==> src/rtl/mux_scan_sampler.sv <==
// Scan sequencer for a 4:1 mux: steps the select, settles, samples, and
// hands the 4-bit word downstream. Optional MUX_SCAN_PARITY_EN adds word_parity.
module mux_scan_sampler #(
    parameter int SETTLE_CYCLES = 1
) (
    input  logic       clk,
    input  logic       rst_n,
    input  logic       start,
    output logic [1:0] sel,
    input  logic       mux_out,
    output logic [3:0] word,
    output logic       word_valid,
    input  logic       word_ready,
    output logic       busy
`ifdef MUX_SCAN_PARITY_EN
    ,
    output logic       word_parity
`endif
);

    typedef enum logic [1:0] {IDLE, SCAN, HOLD} state_t;

    localparam logic [3:0] SETTLE = 4'(SETTLE_CYCLES);

    state_t     state_q, state_d;
    logic [1:0] ch_q, ch_d;
    logic [3:0] cnt_q, cnt_d;
    logic [1:0] sel_q, sel_d;
    logic [3:0] word_q, word_d;
    logic       valid_q, valid_d;
    logic       busy_q, busy_d;
`ifdef MUX_SCAN_PARITY_EN
    logic       parity_q, parity_d;
`endif

    always_ff @(posedge clk or negedge rst_n) begin
        if (!rst_n) begin
            state_q  <= IDLE;
            ch_q     <= 2'd0;
            cnt_q    <= 4'd0;
            sel_q    <= 2'd0;
            word_q   <= 4'h0;
            valid_q  <= 1'b0;
            busy_q   <= 1'b0;
`ifdef MUX_SCAN_PARITY_EN
            parity_q <= 1'b0;
`endif
        end else begin
            state_q  <= state_d;
            ch_q     <= ch_d;
            cnt_q    <= cnt_d;
            sel_q    <= sel_d;
            word_q   <= word_d;
            valid_q  <= valid_d;
            busy_q   <= busy_d;
`ifdef MUX_SCAN_PARITY_EN
            parity_q <= parity_d;
`endif
        end
    end

    always_comb begin
        state_d  = state_q;
        ch_d     = ch_q;
        cnt_d    = cnt_q;
        sel_d    = sel_q;
        word_d   = word_q;
        valid_d  = valid_q;
        busy_d   = busy_q;
`ifdef MUX_SCAN_PARITY_EN
        parity_d = parity_q;
`endif
        case (state_q)
            IDLE: begin
                if (start) begin
                    state_d = SCAN;
                    ch_d    = 2'd0;
                    cnt_d   = 4'd0;
                    sel_d   = 2'd0;
                    busy_d  = 1'b1;
                end
            end
            SCAN: begin
                if (cnt_q == SETTLE) begin
                    // Last settle cycle of this channel: capture and advance.
                    word_d[ch_q] = mux_out;
                    cnt_d        = 4'd0;
                    if (ch_q == 2'd3) begin
                        state_d = HOLD;
                        valid_d = 1'b1;
                        sel_d   = 2'd0;
`ifdef MUX_SCAN_PARITY_EN
                        parity_d = ^word_d;
`endif
                    end else begin
                        ch_d  = ch_q + 2'd1;
                        sel_d = ch_q + 2'd1;
                    end
                end else begin
                    cnt_d = cnt_q + 4'd1;
                end
            end
            HOLD: begin
                if (word_ready) begin
                    valid_d = 1'b0;
                    if (start) begin
                        // Back-to-back scan skips IDLE; busy stays high.
                        state_d = SCAN;
                        ch_d    = 2'd0;
                        cnt_d   = 4'd0;
                        sel_d   = 2'd0;
                    end else begin
                        state_d = IDLE;
                        busy_d  = 1'b0;
                    end
                end
            end
            default: begin
                state_d = IDLE;
                busy_d  = 1'b0;
                valid_d = 1'b0;
                sel_d   = 2'd0;
            end
        endcase
    end

    assign sel        = sel_q;
    assign word       = word_q;
    assign word_valid = valid_q;
    assign busy       = busy_q;
`ifdef MUX_SCAN_PARITY_EN
    assign word_parity = parity_q;
`endif

endmodule
==> config.mk <==
export PLATFORM = sky130hd
export DESIGN_NAME = mux_scan_sampler
export DESIGN_NICKNAME = d
export VERILOG_FILES = /design/src/rtl/mux_scan_sampler.sv
export SDC_FILE = /design/constraint.sdc
export NUM_CORES = 1
export LEC_CHECK = 0
export BUFFER_PORTS_ARGS = -buffer_cell sky130_fd_sc_hd__buf_2
export CAP_MARGIN = 20
export CORE_MARGIN = 2
export CORE_UTILIZATION = 55
export CTS_CLUSTER_DIAMETER = 60
export DETAILED_ROUTE_END_ITERATION = 12
export PLACE_DENSITY = 0.89
export SLEW_MARGIN = 0
export SYNTH_ARGS = -nofsm -noshare
export SYNTH_HDL_FRONTEND = slang
export SYNTH_SLANG_ARGS = --single-unit
==> constraint.sdc <==
create_clock -name clk -period 2.8 [get_ports clk]
set_clock_uncertainty 0.15 [all_clocks]
set_input_delay 0.28 -clock clk [delete_from_list [all_inputs] [get_ports clk]]
set_output_delay 0.28 -clock clk [all_outputs]
set_load 0.005 [all_outputs]
# == Yosys cells after proc, flatten, opt, wreduce, memory -nomap -nowiden ==
# Index checks and enable logic that the tools add are counted.
# op_classes
n_addsub,2
order_cmp,2
eq_ne,10
muxes,31
n_bitwise,2
reduce_logical,10
# ops
operator,count
$mux W2,12
$pmux W2 S3,3
$reduce_and A4 Y1,4
$mux W4,3
$ne A2 B2 Y1 const B,6
$pmux W4 S3,1
$mux W1,8
$pmux W1 S3,2
$reduce_and A2 Y1,3
$add A4 B1 Y4 const B,1
$bwmux W4,1
$eq A2 B2 Y1 const B,2
$eq A4 B1 Y1 const B,1
$lt A2 B3 Y1 const B,1
$reduce_bool A3 Y1,1
$add A2 B1 Y2 const B,1
$demux W1 S2,1
$eq A2 B1 Y1 const B,1
$ge A2 B1 Y1 const B,1
$logic_not A2 Y1,1
$not A1 Y1,2
$logic_and A1 B1 Y1,1
# totals
regBits,16
input_bits,5
out_inout_bits,8
word_cells,64

# == Depth between registers and ports, before layout ==
# Gate-level depths: netlist of the first run.
# depth
depth_word,5
mapped_depth,5
depth_no_buf,5

# == Worst setup path after synthesis of the first run ==
# OpenSTA, ideal clock, no wires.
# synth_timing
path_type,flip-flop to flip-flop
from,register ch_q[0]
to,register ch_q[1]
setup_time_ps,137
arrival_time_ps,1485
required_ps,2513
slack_ps,1028
path_stages_with_launch,5
cell_sequence,dfrtp_1 ha_1 or4b_4 a221oi_2 o22ai_1
# synth_between
elab_chain_cells,4
# synth_lines
item,line,source
from (decl),26,"logic [1:0] ch_q, ch_d;"
from (signal assigned),50,ch_q <= ch_d;
$add A2 B1 Y2,96,ch_d = ch_q + 2'd1;
$mux W2,88,if (ch_q == 2'd3) begin
$mux W2,84,if (cnt_q == SETTLE) begin
$pmux W2 S3,73,case (state_q)
# Several ways; a longest one is shown, not always the timed one. The select of a mux whose other input is x is not followed.
# A chain may end at the register's enable or synchronous reset.

# == Final worst setup path of the first run ==
# layout_timing
from,register cnt_q[1]
to,"register word_q[3], in the netlist word[3]"
# layout_between
elab_chain_cells,2
# layout_lines
item,line,source
from (decl),27,"logic [3:0] cnt_q, cnt_d;"
from (signal assigned),51,cnt_q <= cnt_d;
$eq A4 B1 Y1,84,
$reduce_and A2 Y1 (no source line),n/a,
to (signal assigned),53,word_q <= word_d;
to (decl),29,"logic [3:0] word_q, word_d;"
# Every way passes these cells.

==> impl_metrics.py, run 1 <==
metrics = {
    "outcome": {
        "status": "completed",
    },
    "synthesis": {
        "syn-num-nets": 91,
        "ys_types": 30,
        "ys.flop_type": "dfrtp_1",
        "syn_inst": 80,
        "ys_seq_elements": 16,
        "synth_top_cell_by_area": "dfrtp_1",
        "yosys-top-cells-area": "dfrtp_1, ha_1, mux2_2",
        "synth_edf_count": 0,
        "ys_seq_area_share_pct": 45.91,
        "async_reset_ff_share_pct": 100.0,
        "synth_area_sq_um": 872.1,
        "synth_top_area_share_pct": 45.91,
        "yosysWarnings": 0,
        "synth.avg_cell_area_sq_um": 10.90,
    },
    "timing": {
        "slew_viol_final": 0,
        "fin_tns_setup_ps": 0,
        "finalHoldViolations": 0,
        "clock.fmax_ghz": 0.5310,
        "tightest_slew_ps": 567.9,
        "max_slew_margin_pct": 61.97,
        "setup_viol": 0,
        "grt_setup_unrepaired": "false",
        "fin_crit_sh_pct": 67.25,
        "layout_min_cycle_time_ps": 1883,
    },
    "floorplanning": {
        "die_area_sq_mm": 0.001920,
        "fp.dieH_um": 43.82,
        "fp-row-count": 14,
        "core_sq_mm": 0.001489,
        "io_pins": 13,
        "start_util_pct": 58.57,
        "die_w_um": 43.82,
    },
    "drt": {
        "ant_nets": 0,
        "wirelength_mm": 1.560,
        "first_pass_iters": 4,
        "wl_per_cell_um": 14.18,
        "drc_errors": 0,
        "drt-initial-drc-count": 10,
        "via_per_inst": 5.736,
        "num_vias": 631,
    },
    "cells_and_area": {
        "syn2layout_area_growth_pct": 11.48,
        "final_common_cell": "dfrtp_1",
        "final_cell_mix": "dfrtp_1, buf_2, inv_1, ha_1",
        "fin_cells": 110,
        "drive_above_1_share_pct": 30.85,
        "finalInstanceArea_sq_um": 972.2,
        "layout.nets": 107,
        "diodes": 0,
    },
    "cts": {
        "cts_inserted_buffers": 3,
        "cts.clk_slew.worst_paths_ps": 90,
        "clock_sinks": 16,
        "cts.path.max_buffers": 2,
        "clock_latency_ps": 270,
        "cts_tree": "done",
        "cts_htree_levels": 1,
        "postCtsSetupRepairBufs": 0,
        "cts_root_buf": "clkbuf_4",
    },
    "worst_setup_path": {
        "critPathMaxFanout": 10,
        "worst_setup_path_end_kind": "flip-flop",
        "worstPathRequired_ps": 2820,
        "critPathKind": "flip-flop to flip-flop",
        "start_kind": "flip-flop",
        "reg2regPathDepth": 5,
        "cp.arrival_ps": 1900,
        "cp-endpoint": "word[3]",
        "reg2reg_to": "word[3]",
        "worstReg2RegStart": "cnt_q[1]",
        "reg2reg_slack_ps": 920,
        "crit_start": "cnt_q[1]",
    },
    "place": {
        "placed_area_sq_um": 939.7,
        "dp.cells": 106,
        "place_congestion": 0.7931,
        "port_buffers": 12,
        "hpwl_mm": 1.259,
    },
    "global_route": {
        "overflow": 0,
        "antenna_found_initial": 0,
        "grt_max_degree": 17,
        "track_usage_pct": 19.03,
        "grt_pass1_vias": 624,
        "grt_pass1_wl_mm": 2.704,
    },
    "run": {
        "maxCapViolations": 0,
    },
    "pwr": {
        "p_per_area_mw_per_mm2": 1024,
        "cellLeakagePower_nw": 0.4769,
        "vdd_drop_max_mv": 0.6022,
        "p_total_mw": 0.9956,
    },
    "hold_path": {
        "hold_class": "input pin to flip-flop",
    },
}
-- power by group --
part / internal (mW) / switching [mW]
logic: 0.238 / 0.226
registers: 0.330 / 0.0861
clock network: 0.0497 / 0.0655
total: 0.618 / 0.377
-- registers in the layout, indices dropped and copies added, names as in the netlist --
signal,cells
cnt_q,4
busy,1
state_q,2
ch_q,2
word_valid,1
word,4
sel,2
-- how the worst min path moves through the flow --
stage	startpoint	to	slack, ps	cells past startpoint
2_1_floorplan	rst_n	busy	-170	0
5_1_grt	mux_out	word[3]	140	2
3_5_place_dp	rst_n	word[3]	50	1
3_3_place_gp	rst_n	word_valid	50	1
4_1_cts	mux_out	word[0]	130	2
6_report	mux_out	word[0]	130	2
-- cell usage after synthesis, types with 2 or more instances --
master,n
inv_1,8
a21o_1,3
nor2b_1,3
nand2b_1,2
ha_1,6
o21ai_0,5
nor3_1,3
nand3_1,5
a21oi_1,2
nand3b_1,2
nand2_1,3
mux2_2,5
dfrtp_1,16
-- per-stage QoR --
| stage | util, % | hold WS [ps] | setup slack, ps |
|---|---|---|---|
| global placement | 63.11 | 52.45 | 947.4 |
| CTS | 65.29 | 130.2 | 921.9 |
| finish | 65.29 | 128.0 | 916.9 |
| detailed placement | 63.11 | 54.92 | 945.5 |
| global route | 65.29 | 137.3 | 771.4 |
| floorplan | - | -165.6 | 1028 |
-- worst max-delay path: stages (launching register included) --
cell and delay [ps]:
dfrtp_1 420, inv_1 70, ha_1 140, nor3b_2 490, nand3_1 210, mux2_2 300
-- layer usage --
layer | track usage, % | up-vias | wire [um]
li1 | - | 312 | -
met1 | 25.07 | 307 | 735
met2 | 32.65 | 10 | 780
met3 | 2.500 | 2 | 32
met4 | 5.455 | 0 | 12
met5 | 0 | - | 0
-- area by class of cell --
cell class              instances  area, sq um
fillers                       116        516.7
multi-input cells              54        429.2
flip-flops and latches         16        400.4
repair buffers                 13        70.07
inverters                       8        30.03
clock buffers                   3        22.52
well taps                      16        20.02
-- cells by family (layout without fill, tap and decap cells) --
kind of cell               count (synthesis)  in the layout  synth area share [%]
adders and majority gates                  6              6                 8.608
buffers and inverters                     10             24                 4.878
AOI/OAI and AO/OA                         18             18                 15.64
DFF                                       16             16                 45.91
muxes                                      5              5                 6.456
and+or+nand+nor                           25             25                 18.51
-- repair_timing --
| action | 4_1_cts | 5_1_grt |
|---|---|---|
| hold buffers | 1 | 0 |
| resized for setup | 0 | 0 |
| hold endpoints to repair | 16 | 0 |
Note: power is estimated with default switching activity, not from simulation.
==> run 2: changes to the inputs <==
--- a/config.mk
+++ b/config.mk
@@ -5,13 +5,14 @@
 export SDC_FILE = /design/constraint.sdc
 export NUM_CORES = 1
 export LEC_CHECK = 0
+export ABC_AREA = 1
 export BUFFER_PORTS_ARGS = -buffer_cell sky130_fd_sc_hd__buf_2
 export CAP_MARGIN = 20
 export CORE_MARGIN = 2
-export CORE_UTILIZATION = 55
+export CORE_UTILIZATION = 53
 export CTS_CLUSTER_DIAMETER = 60
 export DETAILED_ROUTE_END_ITERATION = 12
-export PLACE_DENSITY = 0.89
+export PLACE_DENSITY = 0.87
 export SLEW_MARGIN = 0
 export SYNTH_ARGS = -nofsm -noshare
 export SYNTH_HDL_FRONTEND = slang
==> constraint.sdc (replaced) <==
create_clock -name clk -period 1.8 [get_ports clk]
set_clock_uncertainty 0.15 [all_clocks]
set_input_delay 0.18 -clock clk [delete_from_list [all_inputs] [get_ports clk]]
set_output_delay 0.18 -clock clk [all_outputs]
set_load 0.005 [all_outputs]
==> run 2 against run 1 <==
Compared with the run above:
- first-iteration DRC count up 70%
- register-to-register slack worse by 600 ps
- worst setup slack worse by 600 ps
- clock power up 110%
- core utilization down 0.84 points
- largest cell class is now sequential cells
- highest routed layer unchanged
==> impl_metrics.py, run 2 <==
metrics = {
    "floorplanning": {
        "die_w_um": 43.41,
        "die_area_sq_mm": 0.001884,
        "fp.dieH_um": 43.41,
        "io_pins": 13,
        "fp-row-count": 14,
        "core_sq_mm": 0.001489,
        "start_util_pct": 55.29,
    },
    "place": {
        "place_congestion": 0.8272,
        "hpwl_mm": 1.130,
        "port_buffers": 12,
        "placed_area_sq_um": 903.4,
        "place_ws_ps": 352.1,
    },
    "drt": {
        "first_pass_iters": 4,
        "drc_errors": 0,
        "via_per_inst": 5.341,
        "drt-initial-drc-count": 17,
        "num_vias": 705,
        "wirelength_mm": 1.528,
        "ant_nets": 0,
        "wl_per_cell_um": 11.58,
    },
    "cts": {
        "postCtsSetupRepairBufs": 0,
        "cts.path.max_buffers": 2,
        "cts_inserted_buffers": 3,
        "cts.clk_slew.worst_paths_ps": 90,
        "clock_latency_ps": 290,
        "cts_root_buf": "clkbuf_4",
        "cts_tree": "done",
        "clock_sinks": 16,
        "cts_htree_levels": 1,
    },
    "timing": {
        "max_slew_margin_pct": 76.47,
        "slew_viol_final": 0,
        "fin_hold_ws_ps": 37.35,
        "fin_crit_sh_pct": 82.36,
        "layout_min_cycle_time_ps": 1483,
        "finalHoldViolations": 0,
        "fin_tns_setup_ps": 0,
        "tightest_slew_ps": 352.9,
        "grt_setup_unrepaired": "false",
        "setup_slack_ps": 317.5,
        "clock.fmax_ghz": 0.6745,
        "setup_viol": 0,
    },
    "synthesis": {
        "ys_seq_area_share_pct": 48.63,
        "ys_top_cells_by_count": "nand2_1, dfrtp_1, inv_1, o21ai_0, ha_1",
        "yosysMostFrequentCell": "nand2_1",
        "ys_seq_elements": 16,
        "syn_inst": 98,
        "syn-num-nets": 109,
        "yosys-top-cells-area": "dfrtp_1, nand2_1, ha_1",
        "synth_top_cell_by_area": "dfrtp_1",
        "synth_edf_count": 0,
        "yosysWarnings": 0,
        "synth.avg_cell_area_sq_um": 8.401,
        "ys.flop_type": "dfrtp_1",
        "ys_types": 18,
        "synth_top_area_share_pct": 48.63,
        "async_reset_ff_share_pct": 100.0,
        "synth_area_sq_um": 823.3,
    },
    "hold_path": {
        "hold_class": "input pin to flip-flop",
    },
    "worst_setup_path": {
        "worstPathRequired_ps": 1830,
        "start_kind": "flip-flop",
        "worst_setup_path_end_kind": "flip-flop",
        "cp.arrival_ps": 1520,
        "critPathMaxFanout": 4,
        "critPathKind": "flip-flop to flip-flop",
    },
    "global_route": {
        "track_usage_pct": 18.14,
        "grt_pass1_vias": 634,
        "antenna_found_initial": 0,
        "grt_pass1_wl_mm": 2.566,
        "grt_max_degree": 17,
        "overflow": 0,
    },
    "outcome": {
        "status": "completed",
    },
    "pwr": {
        "power.share.sequential_pct": 40.7,
        "cellLeakagePower_nw": 0.5194,
        "p_int_mw": 0.9122,
        "p_per_area_mw_per_mm2": 1633,
        "vdd_drop_max_mv": 0.9191,
        "p_comb_share_pct": 44.1,
        "pwr-share-clk_pct": 15.2,
        "switching_share_pct": 41.81,
        "switchingPower_mw": 0.6553,
    },
    "run": {
        "maxCapViolations": 0,
    },
    "cells_and_area": {
        "drive_above_1_share_pct": 19.83,
        "final_cell_mix": "nand2_1, dfrtp_1, buf_2, inv_1, o21ai_0",
        "layout.nets": 128,
        "final_core_util_pct": 64.45,
        "syn2layout_area_growth_pct": 16.57,
        "diodes": 0,
        "finalInstanceArea_sq_um": 959.7,
        "final_common_cell": "nand2_1",
    },
}
==> run 2: worst max-delay path: stages (launching register included) <==
cell and delay, ps:
dfrtp_1 410, inv_1 80, ha_1 140, nand2_1 140, nor2_2 180, nand2_1 130
nand2_1 90, o21ai_1 60
==> run 2: power by group through the flow <==
stage          combinational (mW)  sequential [mW]  clock, mW
3_5_place_dp                0.689            0.644          0
4_1_cts                     0.696            0.639      0.239
3_3_place_gp                0.660            0.636          0
2_1_floorplan               0.481            0.633          0
5_1_grt                     0.798            0.658      0.254
6_report                    0.691            0.637      0.239
==> run 2: logic make-up (layout without fill, tap and decap cells) <==
kind of cell,after synthesis,count (layout),share of synthesized area [%]
and+or+nand+nor,47,47,25.38
buffers and inverters,12,30,5.472
DFF,16,16,48.63
xor gates and xnor gates,2,2,2.128
adders and majority gates,6,6,9.118
AOI/OAI and AO/OA,15,15,9.270
==> run 2: worst paths after layout <==
check | from | end | slack, ps | cells after the start
setup / recovery | cnt_q[1] | word[3] | 320 | 7
setup reg to reg | cnt_q[1] | word[3] | 320 | 7
hold reg to reg | word[2] | word[2] | 340 | 2
hold / removal | mux_out | word[3] | 40 | 3
min in group asynchronous | rst_n | cnt_q[0] | 170 | 2
max in group asynchronous | rst_n | word[0] | 1080 | 2
==> run 2: repair_timing <==
action	4_1_cts	5_1_grt
resized for setup	0	0
setup endpoints to repair	0	0
hold buffers	2	0
hold endpoints to repair	17	0
==> run 2: final cells by class <==
class	count	area [sq um]
timing repair buffer	14	80.08
multi-input combinational	70	377.9
inverter	12	45.04
clock buffer	4	36.28
tap	16	20.02
fill	121	529.3
sequential	16	400.4
==> run 2: through the flow <==
step | power [mW] | std cells
detailed placement | 1.333 | 126
finish | 1.567 | 132
global route | 1.710 | 132
CTS | 1.574 | 132
global placement | 1.296 | 126
floorplan | 1.114 | 98
==> run 2: metal layers <==
layer	part of all wire (%)	wire, um	track usage (%)	vias to the layer above
met5	0	0	0	-
met4	1.1	17	9.091	0
met3	3.3	50	2.500	2
met2	49	747	28.36	15
met1	47	712	24.86	338
li1	-	-	-	350
==> run 3: changes to the inputs <==
--- a/config.mk
+++ b/config.mk
@@ -9,10 +9,10 @@
 export BUFFER_PORTS_ARGS = -buffer_cell sky130_fd_sc_hd__buf_2
 export CAP_MARGIN = 20
 export CORE_MARGIN = 2
-export CORE_UTILIZATION = 53
+export CORE_UTILIZATION = 48
 export CTS_CLUSTER_DIAMETER = 60
 export DETAILED_ROUTE_END_ITERATION = 12
-export PLACE_DENSITY = 0.87
+export PLACE_DENSITY = 0.84
 export SLEW_MARGIN = 0
 export SYNTH_ARGS = -nofsm -noshare
 export SYNTH_HDL_FRONTEND = slang
==> constraint.sdc (replaced) <==
create_clock -name clk -period 1.2 [get_ports clk]
set_clock_uncertainty 0.15 [all_clocks]
set_input_delay 0.12 -clock clk [delete_from_list [all_inputs] [get_ports clk]]
set_output_delay 0.12 -clock clk [all_outputs]
set_load 0.005 [all_outputs]
==> run 3 against run 2 <==
Compared with the run above:
- the flow now finishes with violations (setup timing)
- clock-buffer cell count down 1
- design area up 34%
- via count grew 22%
- register-to-register slack lost 580 ps
- worst setup slack worse by 580 ps
- sequential cell count is the same
- sequential share of layout area shrank 10 points
- die area rose by 9.5%
- wire length up 74%
- maximum frequency rose by 1.3%
- hold slack gained 56 ps
- first-iteration DRC count is 53% higher
- critical path type unchanged
- largest power group unchanged
- highest routed layer unchanged
==> impl_metrics.py, run 3 (synthesis gave the netlist of run 2 again) <==
metrics = {
    "cells_and_area": {
        "multi_input_area_sq_um": 528.0,
        "final_cell_mix": "buf_4, nand2_1, dfrtp_1, buf_2, nand2_2",
        "n_fill_cell": 76,
        "layout.nets": 151,
        "fin_cells": 154,
        "syn2layout_area_growth_pct": 56.54,
        "diodes": 0,
        "final_common_cell": "buf_4",
        "drive_above_1_share_pct": 57.25,
        "seq_area_sq_um": 405.4,
    },
    "hold_path": {
        "hold_class": "input pin to flip-flop",
    },
    "global_route": {
        "overflow": 0,
        "grt_max_degree": 17,
        "antenna_found_initial": 0,
        "track_usage_pct": 23.59,
        "grt_pass1_wl_mm": 3.387,
        "grt_pass1_vias": 813,
    },
    "timing": {
        "finalHoldViolations": 0,
        "fin_crit_sh_pct": 121.9,
        "tightest_slew_ps": 370.8,
        "clock.fmax_ghz": 0.6836,
        "grt_setup_unrepaired": "true",
        "fin_tns_setup_ps": -2207,
        "setup_slack_ps": -262.9,
        "max_slew_margin_pct": 75.28,
        "layout_min_cycle_time_ps": 1463,
        "setup_viol": 16,
        "slew_viol_final": 0,
    },
    "drt": {
        "drt-initial-drc-count": 26,
        "via_per_inst": 5.571,
        "wirelength_mm": 2.659,
        "num_vias": 858,
        "drc_errors": 0,
        "first_pass_iters": 4,
        "wl_per_cell_um": 17.27,
        "ant_nets": 0,
    },
    "pwr": {
        "p_per_area_mw_per_mm2": 2619,
        "cellLeakagePower_nw": 0.6568,
        "vdd_drop_max_mv": 1.829,
    },
    "floorplanning": {
        "core_sq_mm": 0.001559,
        "start_util_pct": 52.81,
        "die_area_sq_mm": 0.002063,
        "io_pins": 13,
        "fp.dieH_um": 45.42,
        "fp-row-count": 14,
        "die_w_um": 45.42,
    },
    "outcome": {
        "status": "finished with violations",
        "failed_checks": "setup timing",
    },
    "worst_setup_path": {
        "worst_setup_path_end_kind": "flip-flop",
        "critPathKind": "flip-flop to flip-flop",
        "start_kind": "flip-flop",
        "worstPathRequired_ps": 1260,
        "critPathMaxFanout": 5,
        "cp.arrival_ps": 1520,
    },
    "cts": {
        "clock_latency_ps": 280,
        "clock_sinks": 16,
        "cts.clk_slew.worst_paths_ps": 90,
        "cts_root_buf": "clkbuf_4",
        "cts_htree_levels": 1,
        "cts_inserted_buffers": 3,
        "cts_tree": "done",
        "cts.path.max_buffers": 2,
    },
    "place": {
        "port_buffers": 12,
        "dp.cells": 143,
        "hpwl_mm": 1.394,
        "place_congestion": 0.8208,
    },
    "run": {
        "maxCapViolations": 0,
    },
}
==> run 3: changes by cell type in the layout (fill, tap and decap cells not counted), moves of 4 or more <==
| cell | delta |
|---|---|
| nand2_2 | +8 |
| nand2_1 | -11 |
| dfrtp_2 | +4 |
| buf_4 | +20 |
| dfrtp_1 | -4 |
| inv_2 | +5 |
| o21ai_0 | -6 |
| inv_1 | -7 |
==> run 3: through the flow <==
| step | utilization (%) | setup slack, ps | hold slack, ps | total power, mW | area, sq um |
|---|---|---|---|---|---|
| after detailed placement | 68.38 | -142.2 | -100.1 | 2.411 | 1066 |
| final | 82.66 | -262.9 | 92.97 | 3.375 | 1289 |
| after CTS | 74.16 | -117.3 | 44.93 | 2.824 | 1156 |
| after global placement | 68.38 | -104.5 | -106.7 | 2.335 | 1066 |
| after global routing | 82.66 | -303.3 | 89.52 | 3.583 | 1289 |
| after floorplan | - | -66.10 | -325.6 | 1.782 | 858.3 |
==> run 3: power by group <==
part	switching [mW]	internal, mW
clock	0.163	0.116
sequential	0.236	0.782
combinational	1.12	0.957
==> run 3: final cells by class <==
type	instances	area share (%)
multi-input cells	70	40.97
inverters	12	3.883
flip-flops and latches	16	31.46
clock buffers	3	1.748
well taps	16	1.553
repair buffers	37	20.39
==> run 3: worst paths after layout <==
check / end / cells after the start / slack [ps] / start
worst max-delay path: sel[1] / 6 / -260 / state_q[0]
worst min-delay path: state_q[0] / 3 / 90 / start
worst max register to register: sel[1] / 6 / -260 / state_q[0]
worst min register to register: busy / 2 / 340 / busy
max in group asynchronous: state_q[1] / 2 / 470 / rst_n
min in group asynchronous: word[3] / 2 / 140 / rst_n
==> run 3: per-layer routing <==
| metal | vias up | GRT usage (%) | routed length (um) |
|---|---|---|---|
| met1 | 420 | 28.83 | 1162 |
| met3 | 6 | 5.159 | 128 |
| met2 | 33 | 39.15 | 1320 |
| met5 | - | 0 | 0 |
| met4 | 0 | 11.18 | 47 |
| li1 | 399 | - | - |
==> run 3: worst max-delay path, cell delays in order (launching register included) <==
cell and delay, ps:
dfrtp_2 490, inv_4 100, nand3b_1 180, buf_4 200
nand3_4 90, nand2_2 70, o21ai_1 90
==> run 3: repair_timing <==
item / in CTS / in global routing
resized for setup: 8 / 34
setup endpoints to repair: 16 / 16
gates cloned: 0 / 0
setup buffers: 2 / 3
hold buffers: 3 / 0
pin swaps: 3 / 13
hold endpoints to repair: 21 / 0
